--- src/rtl/cabac_refill_ctrl_if.sv ---
// Byte-source and decode-step bus between the CABAC decoder core and its refill controller.
// The decoder/source side is the master; the refill controller is the slave.
interface cabac_refill_ctrl_if #(
  parameter int BIN_WIDTH = 4
);
  localparam int NB_W = (BIN_WIDTH > 1) ? $clog2(BIN_WIDTH) : 1;

  logic            src_valid;
  logic [7:0]      src_data;
  logic            src_ready;

  logic            op_valid;
  logic            op_ready;
  logic            bypass;
  logic [NB_W-1:0] n_bin;
  logic            renorm;
  logic [2:0]      num_bits;

  logic            inject_en;
  logic [7:0]      inject_byte;
  logic [2:0]      inject_shift;
  logic [2:0]      inject_lane;

  modport master (
    output src_valid, src_data, op_valid, bypass, n_bin, renorm, num_bits,
    input  src_ready, op_ready, inject_en, inject_byte, inject_shift, inject_lane
  );

  modport slave (
    input  src_valid, src_data, op_valid, bypass, n_bin, renorm, num_bits,
    output src_ready, op_ready, inject_en, inject_byte, inject_shift, inject_lane
  );
endinterface

--- src/rtl/cabac_refill_ctrl.sv ---
// CABAC bitstream refill controller: tracks the signed bits-needed counter, prefetches
// bitstream bytes into a small FIFO and tells the decoder when and where to inject them.
module cabac_refill_ctrl #(
  parameter int BIN_WIDTH  = 4,
  parameter int FIFO_DEPTH = 4,
  parameter int INIT_BYTES = 2
) (
  input  logic              clk,
  input  logic              reset,
  input  logic              start,
  output logic              init_valid,
  output logic [7:0]        init_data,
  output logic signed [3:0] bits_needed,
  output logic              busy,
  output logic              err,
  cabac_refill_ctrl_if.slave bus
);
  localparam int PTR_W = $clog2(FIFO_DEPTH);
  localparam int CNT_W = PTR_W + 1;

  typedef enum logic [1:0] {IDLE, INIT, RUN} state_t;

  state_t            state_q, state_d;
  logic [7:0]        mem_q [FIFO_DEPTH];
  logic [7:0]        mem_d [FIFO_DEPTH];
  logic [PTR_W-1:0]  rd_ptr_q, rd_ptr_d;
  logic [PTR_W-1:0]  wr_ptr_q, wr_ptr_d;
  logic [CNT_W-1:0]  cnt_q, cnt_d;
  logic [2:0]        init_cnt_q, init_cnt_d;
  logic [3:0]        bn_q, bn_d;
  logic              err_q, err_d;

  logic              full, empty, run, need, op_bad, accept, push, pop;
  logic [7:0]        head;
  logic [3:0]        step;
  logic [4:0]        sum;

  always_comb begin
    full   = (cnt_q == CNT_W'(FIFO_DEPTH));
    empty  = (cnt_q == '0);
    head   = mem_q[rd_ptr_q];
    run    = (state_q == RUN) && !start;

    if (bus.bypass)      step = 4'(bus.n_bin) + 4'd1;
    else if (bus.renorm) step = {1'b0, bus.num_bits};
    else                 step = 4'd0;

    // Counter lives in -8..-1 and step is at most 8, so a 5-bit sum never overflows.
    sum  = {bn_q[3], bn_q} + {1'b0, step};
    need = !sum[4];

    op_bad = bus.op_valid &&
             ((state_q == IDLE) ||
              ((state_q == RUN) && (bus.bypass ? (int'(bus.n_bin) >= BIN_WIDTH)
                                               : (bus.num_bits > 3'd6))));

    bus.op_ready     = run && !op_bad && !(need && empty);
    accept           = bus.op_valid && bus.op_ready;
    bus.inject_en    = accept && need;
    bus.inject_byte  = bus.inject_en ? head : 8'd0;
    bus.inject_shift = (bus.inject_en && !bus.bypass) ? sum[2:0] : 3'd0;
    bus.inject_lane  = (bus.inject_en && bus.bypass) ? ~bn_q[2:0] : 3'd0;

    init_valid    = (state_q == INIT) && !start && !empty;
    init_data     = init_valid ? head : 8'd0;
    bus.src_ready = (state_q != IDLE) && !full;

    pop  = bus.inject_en || init_valid;
    push = bus.src_valid && bus.src_ready;

    state_d    = state_q;
    mem_d      = mem_q;
    rd_ptr_d   = rd_ptr_q;
    wr_ptr_d   = wr_ptr_q;
    cnt_d      = cnt_q;
    init_cnt_d = init_cnt_q;
    bn_d       = bn_q;
    err_d      = err_q | op_bad;

    if (start) begin
      state_d    = INIT;
      rd_ptr_d   = '0;
      wr_ptr_d   = '0;
      cnt_d      = '0;
      init_cnt_d = '0;
      bn_d       = 4'b1000;
      err_d      = 1'b0;
    end else begin
      if (push) begin
        mem_d[wr_ptr_q] = bus.src_data;
        wr_ptr_d        = wr_ptr_q + 1'b1;
      end
      if (pop) rd_ptr_d = rd_ptr_q + 1'b1;
      cnt_d = cnt_q + CNT_W'(push) - CNT_W'(pop);

      if (accept) bn_d = need ? {1'b1, sum[2:0]} : sum[3:0];

      if (init_valid) begin
        init_cnt_d = init_cnt_q + 3'd1;
        if (int'(init_cnt_q) + 1 == INIT_BYTES) state_d = RUN;
      end
    end
  end

  always_ff @(posedge clk or posedge reset) begin
    if (reset) begin
      state_q    <= IDLE;
      for (int i = 0; i < FIFO_DEPTH; i++) mem_q[i] <= 8'd0;
      rd_ptr_q   <= '0;
      wr_ptr_q   <= '0;
      cnt_q      <= '0;
      init_cnt_q <= '0;
      bn_q       <= 4'b1000;
      err_q      <= 1'b0;
    end else begin
      state_q    <= state_d;
      mem_q      <= mem_d;
      rd_ptr_q   <= rd_ptr_d;
      wr_ptr_q   <= wr_ptr_d;
      cnt_q      <= cnt_d;
      init_cnt_q <= init_cnt_d;
      bn_q       <= bn_d;
      err_q      <= err_d;
    end
  end

  assign bits_needed = $signed(bn_q);
  assign busy        = (state_q != RUN);
  assign err         = err_q;
endmodule

--- src/flat_wrapper.sv ---
// flat-port wrapper written by rule: the top's interface ports become plain ports
module cabac_refill_ctrl_flat 
#(
  parameter int BIN_WIDTH  = 4,
  parameter int FIFO_DEPTH = 4,
  parameter int INIT_BYTES = 2
)
  (clk, reset, start, init_valid, init_data, bits_needed, busy, err, bus_src_valid, bus_src_data, bus_op_valid, bus_bypass, bus_n_bin, bus_renorm, bus_num_bits, bus_src_ready, bus_op_ready, bus_inject_en, bus_inject_byte, bus_inject_shift, bus_inject_lane);
  cabac_refill_ctrl_if #(.BIN_WIDTH(BIN_WIDTH)) bus_i ();
  input  logic clk;
  input  logic reset;
  input  logic start;
  output logic init_valid;
  output logic [7:0] init_data;
  output logic signed [3:0] bits_needed;
  output logic busy;
  output logic err;
  input wire logic [$bits(bus_i.src_valid)-1:0] bus_src_valid;
  input wire logic [$bits(bus_i.src_data)-1:0] bus_src_data;
  input wire logic [$bits(bus_i.op_valid)-1:0] bus_op_valid;
  input wire logic [$bits(bus_i.bypass)-1:0] bus_bypass;
  input wire logic [$bits(bus_i.n_bin)-1:0] bus_n_bin;
  input wire logic [$bits(bus_i.renorm)-1:0] bus_renorm;
  input wire logic [$bits(bus_i.num_bits)-1:0] bus_num_bits;
  output wire logic [$bits(bus_i.src_ready)-1:0] bus_src_ready;
  output wire logic [$bits(bus_i.op_ready)-1:0] bus_op_ready;
  output wire logic [$bits(bus_i.inject_en)-1:0] bus_inject_en;
  output wire logic [$bits(bus_i.inject_byte)-1:0] bus_inject_byte;
  output wire logic [$bits(bus_i.inject_shift)-1:0] bus_inject_shift;
  output wire logic [$bits(bus_i.inject_lane)-1:0] bus_inject_lane;
  assign bus_i.src_valid = bus_src_valid;
  assign bus_i.src_data = bus_src_data;
  assign bus_i.op_valid = bus_op_valid;
  assign bus_i.bypass = bus_bypass;
  assign bus_i.n_bin = bus_n_bin;
  assign bus_i.renorm = bus_renorm;
  assign bus_i.num_bits = bus_num_bits;
  assign bus_src_ready = bus_i.src_ready;
  assign bus_op_ready = bus_i.op_ready;
  assign bus_inject_en = bus_i.inject_en;
  assign bus_inject_byte = bus_i.inject_byte;
  assign bus_inject_shift = bus_i.inject_shift;
  assign bus_inject_lane = bus_i.inject_lane;
  cabac_refill_ctrl #(.BIN_WIDTH(BIN_WIDTH), .FIFO_DEPTH(FIFO_DEPTH), .INIT_BYTES(INIT_BYTES)) u_core (.clk(clk), .reset(reset), .start(start), .init_valid(init_valid), .init_data(init_data), .bits_needed(bits_needed), .busy(busy), .err(err), .bus(bus_i));
endmodule
--- config.mk ---
export PLATFORM = sky130hd
export DESIGN_NAME = cabac_refill_ctrl_flat
export DESIGN_NICKNAME = d
export VERILOG_FILES = /design/src/rtl/cabac_refill_ctrl_if.sv /design/src/rtl/cabac_refill_ctrl.sv /design/src/flat_wrapper.sv
export SDC_FILE = /design/constraint.sdc
export NUM_CORES = 1
export LEC_CHECK = 0
export CAP_MARGIN = 20
export CELL_PAD_IN_SITES_DETAIL_PLACEMENT = 0
export CELL_PAD_IN_SITES_GLOBAL_PLACEMENT = 1
export CORE_AREA = 2 2 64 112
export CTS_BUF_LIST = sky130_fd_sc_hd__clkbuf_8
export CTS_CLUSTER_SIZE = 40
export DETAILED_ROUTE_END_ITERATION = 16
export DIE_AREA = 0 0 66 114
export PLACE_DENSITY_LB_ADDON = 0.1
export SLEW_MARGIN = 15
export SYNTH_ARGS = -nofsm -noshare
export SYNTH_HDL_FRONTEND = slang
export SYNTH_SLANG_ARGS = --single-unit
--- constraint.sdc ---
create_clock -name clk -period 6.6 [get_ports clk]
set_clock_uncertainty 0.05 [all_clocks]
set_input_delay 1.32 -clock clk [delete_from_list [all_inputs] [get_ports clk]]
set_output_delay 1.32 -clock clk [all_outputs]
set_load 0.03 [all_outputs]
==> results.py, run 1 <==
metrics = {
    "global_routing": {
        "grt_overflow": 0,
        "grt_pass1_vias": 2009,
        "grt_pass1_wl_mm": 10.4,
        "grt_use_total": 0.184,
        "antenna_found_initial": 0,
        "grt_max_degree": 50,
    },
    "layout": {
        "fin_cells": 365,
        "diodes": 0,
        "syn2layout_area_growth_pct": 22.8,
        "drive_above_1_share": 0.228,
        "fin_area_um2": 3550,
        "final_nets": 314,
    },
    "logic_synthesis": {
        "synth_cell_type_count": 42,
        "synth.most_common_cell": "dfrtp_1",
        "synth_top_cell_by_area": "dfrtp_1",
        "synth_area_leaders": "dfrtp_1 (42%), mux2_4 (17%), mux4_2 (6.2%)",
        "synth_top_area_frac": 0.415,
        "syn-num-nets": 266,
        "async_reset_ff_frac": 1.00,
        "syn_avg_cell_area_um2": 12.5,
        "ys.flop_type": "dfrtp_1",
        "syn-instance-count": 232,
        "synth_seq_cells": 49,
        "yosys_warnings": 0,
        "synth_edf_count": 0,
        "seq_area_frac_synth": 0.424,
        "syn_area_um2": 2890,
        "synth_common_cells": "dfrtp_1 (48), mux2_4 (32), and3_1 (18), inv_1 (13)",
    },
    "timing": {
        "hold_violations": 0,
        "grt_setup_unrepaired": "false",
        "worst_pin_slew_ns": 0.641,
        "post-route-period-util": 0.873,
        "slew_violations": 0,
        "fin_tns_setup_ns": 0,
        "finalCriticalPeriod_ns": 5.76,
        "timing.slew.headroom": 0.573,
        "finalSetupViolCount": 0,
        "max_freq_mhz": 174,
    },
    "power_and_ir_drop": {
        "vdd_drop_max_mv": 0.206,
        "power_switching_share": 0.331,
        "pwr-share-clk": 0.162,
        "p_leak_nw": 1.63,
        "pwr-share-comb": 0.422,
        "seq_power_share": 0.416,
        "intPower_uw": 819,
        "power-per-cell-area_nw_per_um2": 345,
        "power_switching_uw": 406,
    },
    "floorplanning": {
        "num_rows": 40,
        "initial_utilization": 0.431,
        "coreArea_um2": 6710,
        "ios": 52,
        "die_w_um": 66,
        "die_h_um": 114,
        "die_area_um2": 7520,
    },
    "routing": {
        "detail-route-antenna-nets": 0,
        "dr.pass1.iters": 4,
        "routed_wl_mm": 6.32,
        "drc_errors": 0,
        "drt-initial-drc-count": 76,
        "wire_per_inst_um": 17.3,
        "via_per_inst": 5.33,
        "vias": 1945,
    },
    "clocking": {
        "clock_path_buffers": 2,
        "cts_tree": "built",
        "insertion_delay_ns": 0.31,
        "cts.repair.resized": 0,
        "cts-buffers-inserted": 5,
        "cts_num_sinks": 49,
        "root_buffer": "clkbuf_8",
        "clkTransAtPathRegs_ns": 0.09,
        "cts_htree_levels": 2,
        "ctsHoldBuffers": 0,
        "postCtsSetupBuffers": 0,
    },
    "setup_path": {
        "arrival_ns": 4.39,
        "cp.required_ns": 5.23,
        "start_kind": "input pin",
        "worstPathMaxFanout": 12,
        "crit_path_end_kind": "primary output",
        "crit_type": "input pin to primary output",
    },
    "place": {
        "place_congestion": 0.715,
        "dp_hpwl_mm": 4.50,
        "portBuffers": 51,
        "placed_cell_area_um2": 3430,
        "placed_cells": 356,
    },
    "hold_path": {
        "hp-class": "flip-flop to flip-flop",
    },
    "status": {
        "status": "finished clean",
    },
    "run": {
        "max-cap-violations": 0,
    },
}
-- cells by family (layout without fill, tap and decap cells) --
kind of cell,count (synthesis),count (layout),share of synthesized area
DFF,49,49,0.424
and+or+nand+nor,74,74,0.159
muxes,44,44,0.242
AOI/OAI and AO/OA,19,19,0.0415
buffers and inverters,26,75,0.0485
xor gates and xnor gates,6,6,0.0182
adders and majority gates,14,14,0.0658
-- power groups by stage --
| stage | Clock [mW] | Combinational, mW | Sequential [mW] |
|---|---|---|---|
| after floorplan | 0 | 0.431 | 0.472 |
| after global placement | 0 | 0.514 | 0.514 |
| after detailed placement | 0 | 0.520 | 0.515 |
| after CTS | 0.206 | 0.523 | 0.512 |
| after global routing | 0.217 | 0.565 | 0.526 |
| final | 0.198 | 0.517 | 0.510 |
-- registers in the layout, summed over array words and instances (netlist names) --
name and cells:
u_core.bits_needed 4, u_core.cnt_q 3, u_core.err 1, u_core.init_cnt_q 3
u_core.mem_q 32, u_core.rd_ptr_q 2, u_core.state_q 2, u_core.wr_ptr_q 2
-- placed cells by master, fill, tap and decap left out, types with 2 or more instances in the layout --
cell             count
mux2i_1              4
mux4_2               8
a21oi_1              5
clkdlybuf4s50_1     51
dfrtp_1             48
nand2_1             12
o21ai_1              4
inv_1               12
and2_1               2
xnor2_1              5
nor3b_2              3
o21ai_0              2
clkbuf_8             7
a21o_1               2
and3_1              18
ha_1                12
and2_4               5
buf_4                2
mux2_4              32
nor3b_1              6
nand3_1              4
nor3_1               4
nor2_1              11
fa_1                 2
-- cell type report --
class                           instances  area (µm²)
Sequential cell                        49        1230
Clock buffer                            7        96.3
Clock inverter                          1        5.00
Fill cell                             621        3150
Multi-Input combinational cell        157        1520
Inverter                               13        48.8
Timing Repair Buffer                   54         546
Tap cell                               84         105
-- routing by layer --
metal	global-route usage	wire, µm
met1	0.231	2690
met2	0.313	3310
met3	0.0335	227
met4	0.0680	102
met5	0	0
-- worst paths after layout --
kind                                       start               endpoint  slack (ns)  cells past startpoint
max                                   bus_bypass    bus_inject_shift[0]        0.84                      9
min                                   u_core.err             u_core.err        0.46                      2
max reg2reg                u_core.bits_needed[0]        u_core.cnt_q[2]        3.49                     12
min reg2reg                           u_core.err             u_core.err        0.46                      2
max in group asynchronous                  reset  u_core.bits_needed[3]        4.67                      3
min in group asynchronous                  reset        u_core.mem_q[0]        1.27                      2
-- stage by stage --
step	total power, mW	util	hold WS [ns]	setup slack [ns]
detailed placement	1.04	0.512	0.439	0.812
floorplan	0.903	-	0.426	1.65
CTS	1.24	0.527	0.464	0.806
global route	1.31	0.530	0.486	0.555
finish	1.22	0.530	0.458	0.837
global placement	1.03	0.512	0.429	0.908
-- worst max-delay path: stages --
cell,delay [ns]
clkdlybuf4s50_1,0.69
mux2i_1,0.25
ha_1,0.21
fa_1,0.21
and2_1,0.18
o21a_1,0.39
nand2_2,0.18
nor3b_1,0.25
clkdlybuf4s50_1,0.70
Note: power is estimated with default switching activity, not from simulation.
==> inputs of run 2 (changes only) <==
--- a/config.mk
+++ b/config.mk
@@ -13,6 +13,7 @@
 export CTS_CLUSTER_SIZE = 40
 export DETAILED_ROUTE_END_ITERATION = 16
 export DIE_AREA = 0 0 66 114
+export HOLD_SLACK_MARGIN = 0.12
 export PLACE_DENSITY_LB_ADDON = 0.1
 export SLEW_MARGIN = 15
 export SYNTH_ARGS = -nofsm -noshare
==> results of run 2 <==
The final DEF is identical to that of run 1; final timing and power are the same.
==> inputs of run 3 (changes only) <==
--- a/config.mk
+++ b/config.mk
@@ -8,11 +8,11 @@
 export CAP_MARGIN = 20
 export CELL_PAD_IN_SITES_DETAIL_PLACEMENT = 0
 export CELL_PAD_IN_SITES_GLOBAL_PLACEMENT = 1
-export CORE_AREA = 2 2 64 112
+export CORE_AREA = 10 10 72 120
 export CTS_BUF_LIST = sky130_fd_sc_hd__clkbuf_8
 export CTS_CLUSTER_SIZE = 40
 export DETAILED_ROUTE_END_ITERATION = 16
-export DIE_AREA = 0 0 66 114
+export DIE_AREA = 0 0 82 130
 export HOLD_SLACK_MARGIN = 0.12
 export PLACE_DENSITY_LB_ADDON = 0.1
 export SLEW_MARGIN = 15
==> results.py, run 3 (synthesis gave the netlist of run 1 again) <==
metrics = {
    "status": {
        "status": "finished clean",
    },
    "setup_path": {
        "path_delay_family": "buffers and inverters",
        "rr_startpoint": "u_core.bits_needed[0]",
        "cp_cell_sequence": "clkdlybuf4s50_1, mux2i_1, ha_1, fa_1, and2_1, o21a_1, nand2_2, nor3b_1, clkdlybuf4s50_1",
        "crit_type": "input pin to primary output",
        "worstPathMaxFanout": 12,
        "cp_slowest_stage_delay_ns": 0.70,
        "crit_path_end_kind": "primary output",
        "r2r_cells": 12,
        "cpMostUsedCell": "clkdlybuf4s50_1",
        "worstReg2RegEnd": "u_core.cnt_q[2]",
        "cp.buffers_inverters": 2,
        "start_kind": "input pin",
        "reg2reg_setup_slack_ns": 3.42,
        "arrival_ns": 4.43,
        "cp_slowest_cell": "clkdlybuf4s50_1",
        "cp.required_ns": 5.23,
    },
    "timing": {
        "max_freq_mhz": 172,
        "fin_tns_setup_ns": 0,
        "grt_setup_unrepaired": "false",
        "timing.slew.headroom": 0.554,
        "post-route-period-util": 0.879,
        "final.setup.worst_slack_ns": 0.798,
        "finalCriticalPeriod_ns": 5.80,
        "slew_violations": 0,
        "hold_violations": 0,
        "worst_pin_slew_ns": 0.669,
        "finalSetupViolCount": 0,
    },
    "clocking": {
        "clock_path_buffers": 2,
        "cts_htree_levels": 2,
        "cts-buffers-inserted": 5,
        "root_buffer": "clkbuf_8",
        "ctsHoldBuffers": 0,
        "insertion_delay_ns": 0.31,
        "cts_tree": "built",
        "clkTransAtPathRegs_ns": 0.08,
        "cts.repair.resized": 0,
        "cts_num_sinks": 49,
        "postCtsSetupBuffers": 0,
    },
    "place": {
        "placed_cells": 356,
        "place_congestion": 0.766,
        "dp_slack_ns": 0.826,
        "portBuffers": 51,
        "dp_hpwl_mm": 4.86,
        "placed_cell_area_um2": 3430,
    },
    "floorplanning": {
        "die_area_um2": 10700,
        "die_w_um": 82,
        "num_rows": 40,
        "die_h_um": 130,
        "initial_utilization": 0.431,
        "coreArea_um2": 6710,
        "ios": 52,
    },
    "routing": {
        "via_per_inst": 5.32,
        "detail-route-antenna-nets": 0,
        "wire_per_inst_um": 18.6,
        "drc_errors": 0,
        "dr.pass1.iters": 4,
        "vias": 1943,
        "drt-initial-drc-count": 106,
        "routed_wl_mm": 6.80,
    },
    "layout": {
        "fin_area_um2": 3570,
        "largest_reg_flops": 32,
        "largest-register": "u_core.mem_q",
        "final_nets": 314,
        "final_common_cell": "clkdlybuf4s50_1",
        "drive_above_1_share": 0.228,
        "syn2layout_area_growth_pct": 23.5,
        "diodes": 0,
        "final_cell_mix": "clkdlybuf4s50_1 (51), dfrtp_1 (48), mux2_4 (32), and3_1 (18)",
        "fin_cells": 365,
    },
    "power_and_ir_drop": {
        "p_leak_nw": 1.63,
        "vdd_drop_max_mv": 0.199,
        "power-per-cell-area_nw_per_um2": 353,
    },
    "hold_path": {
        "min_from": "u_core.mem_q[5]",
        "hp-class": "flip-flop to flip-flop",
        "hold_depth": 1,
        "hold_end": "u_core.mem_q[5]",
    },
    "global_routing": {
        "antenna_found_initial": 0,
        "grt_max_degree": 50,
        "grt_use_total": 0.136,
        "grt_pass1_wl_mm": 11.2,
        "grt_overflow": 0,
        "grt_pass1_vias": 2135,
    },
    "run": {
        "max-cap-violations": 0,
    },
}
[run 3: cell types whose count changed in the layout (fill, tap and decap cells not counted), sizes merged]
cell / previous run / this run
bufinv: 0 / 1
clkbuf: 7 / 6
clkinv: 1 / 0
clkinvlp: 0 / 1
[run 3: worst max path at each step]
stage / depth (start not counted) / from / slack [ns] / to
floorplan: 9 / bus_bypass / 1.65 / bus_inject_lane[0]
CTS: 9 / bus_bypass / 0.81 / bus_inject_shift[0]
global placement: 9 / bus_bypass / 0.90 / bus_inject_lane[2]
finish: 9 / bus_bypass / 0.80 / bus_inject_lane[2]
global route: 9 / bus_bypass / 0.49 / bus_inject_lane[2]
detailed placement: 9 / bus_bypass / 0.83 / bus_inject_shift[0]
[run 3: worst register-to-register path, cell delays in order, from the launching register on]
cell and delay (ns):
dfrtp_1 0.43, ha_1 0.24, fa_1 0.40, and2_1 0.21, o21a_1 0.35, a21o_1 0.28
ha_1 0.27, inv_1 0.06, ha_1 0.14, inv_1 0.05, fa_1 0.38, xnor2_1 0.16
nor2_1 0.05
[run 3: cell type report]
type	instances	area [µm²]
Fill cell	616	3140
Multi-Input combinational cell	157	1520
Clock inverter	2	37.5
Timing Repair Buffer	54	546
Tap cell	84	105
Sequential cell	49	1230
Clock buffer	6	82.6
Inverter	13	48.8
[run 3: power breakdown]
group	switching (mW)	internal, mW	leakage [nW]
combinational	0.211	0.310	0.947
clock	0.106	0.123	0.0574
sequential	0.0962	0.414	0.626
total	0.413	0.847	1.63
[run 3: routing by layer]
layer / vias to the layer above / GRT usage / wire length (µm)
met5: - / 0 / 0
met4: 0 / 0.0533 / 142
met3: 11 / 0.0386 / 395
met2: 46 / 0.238 / 3640
met1: 976 / 0.148 / 2620
li1: 910 / - / -
[run 3: through the flow]
step / utilization / power [mW] / hold WS, ns
5_1_grt: 0.532 / 1.34 / 0.481
3_5_place_dp: 0.512 / 1.04 / 0.443
6_report: 0.532 / 1.26 / 0.463
3_3_place_gp: 0.512 / 1.03 / 0.431
2_1_floorplan: - / 0.903 / 0.426
4_1_cts: 0.529 / 1.28 / 0.468
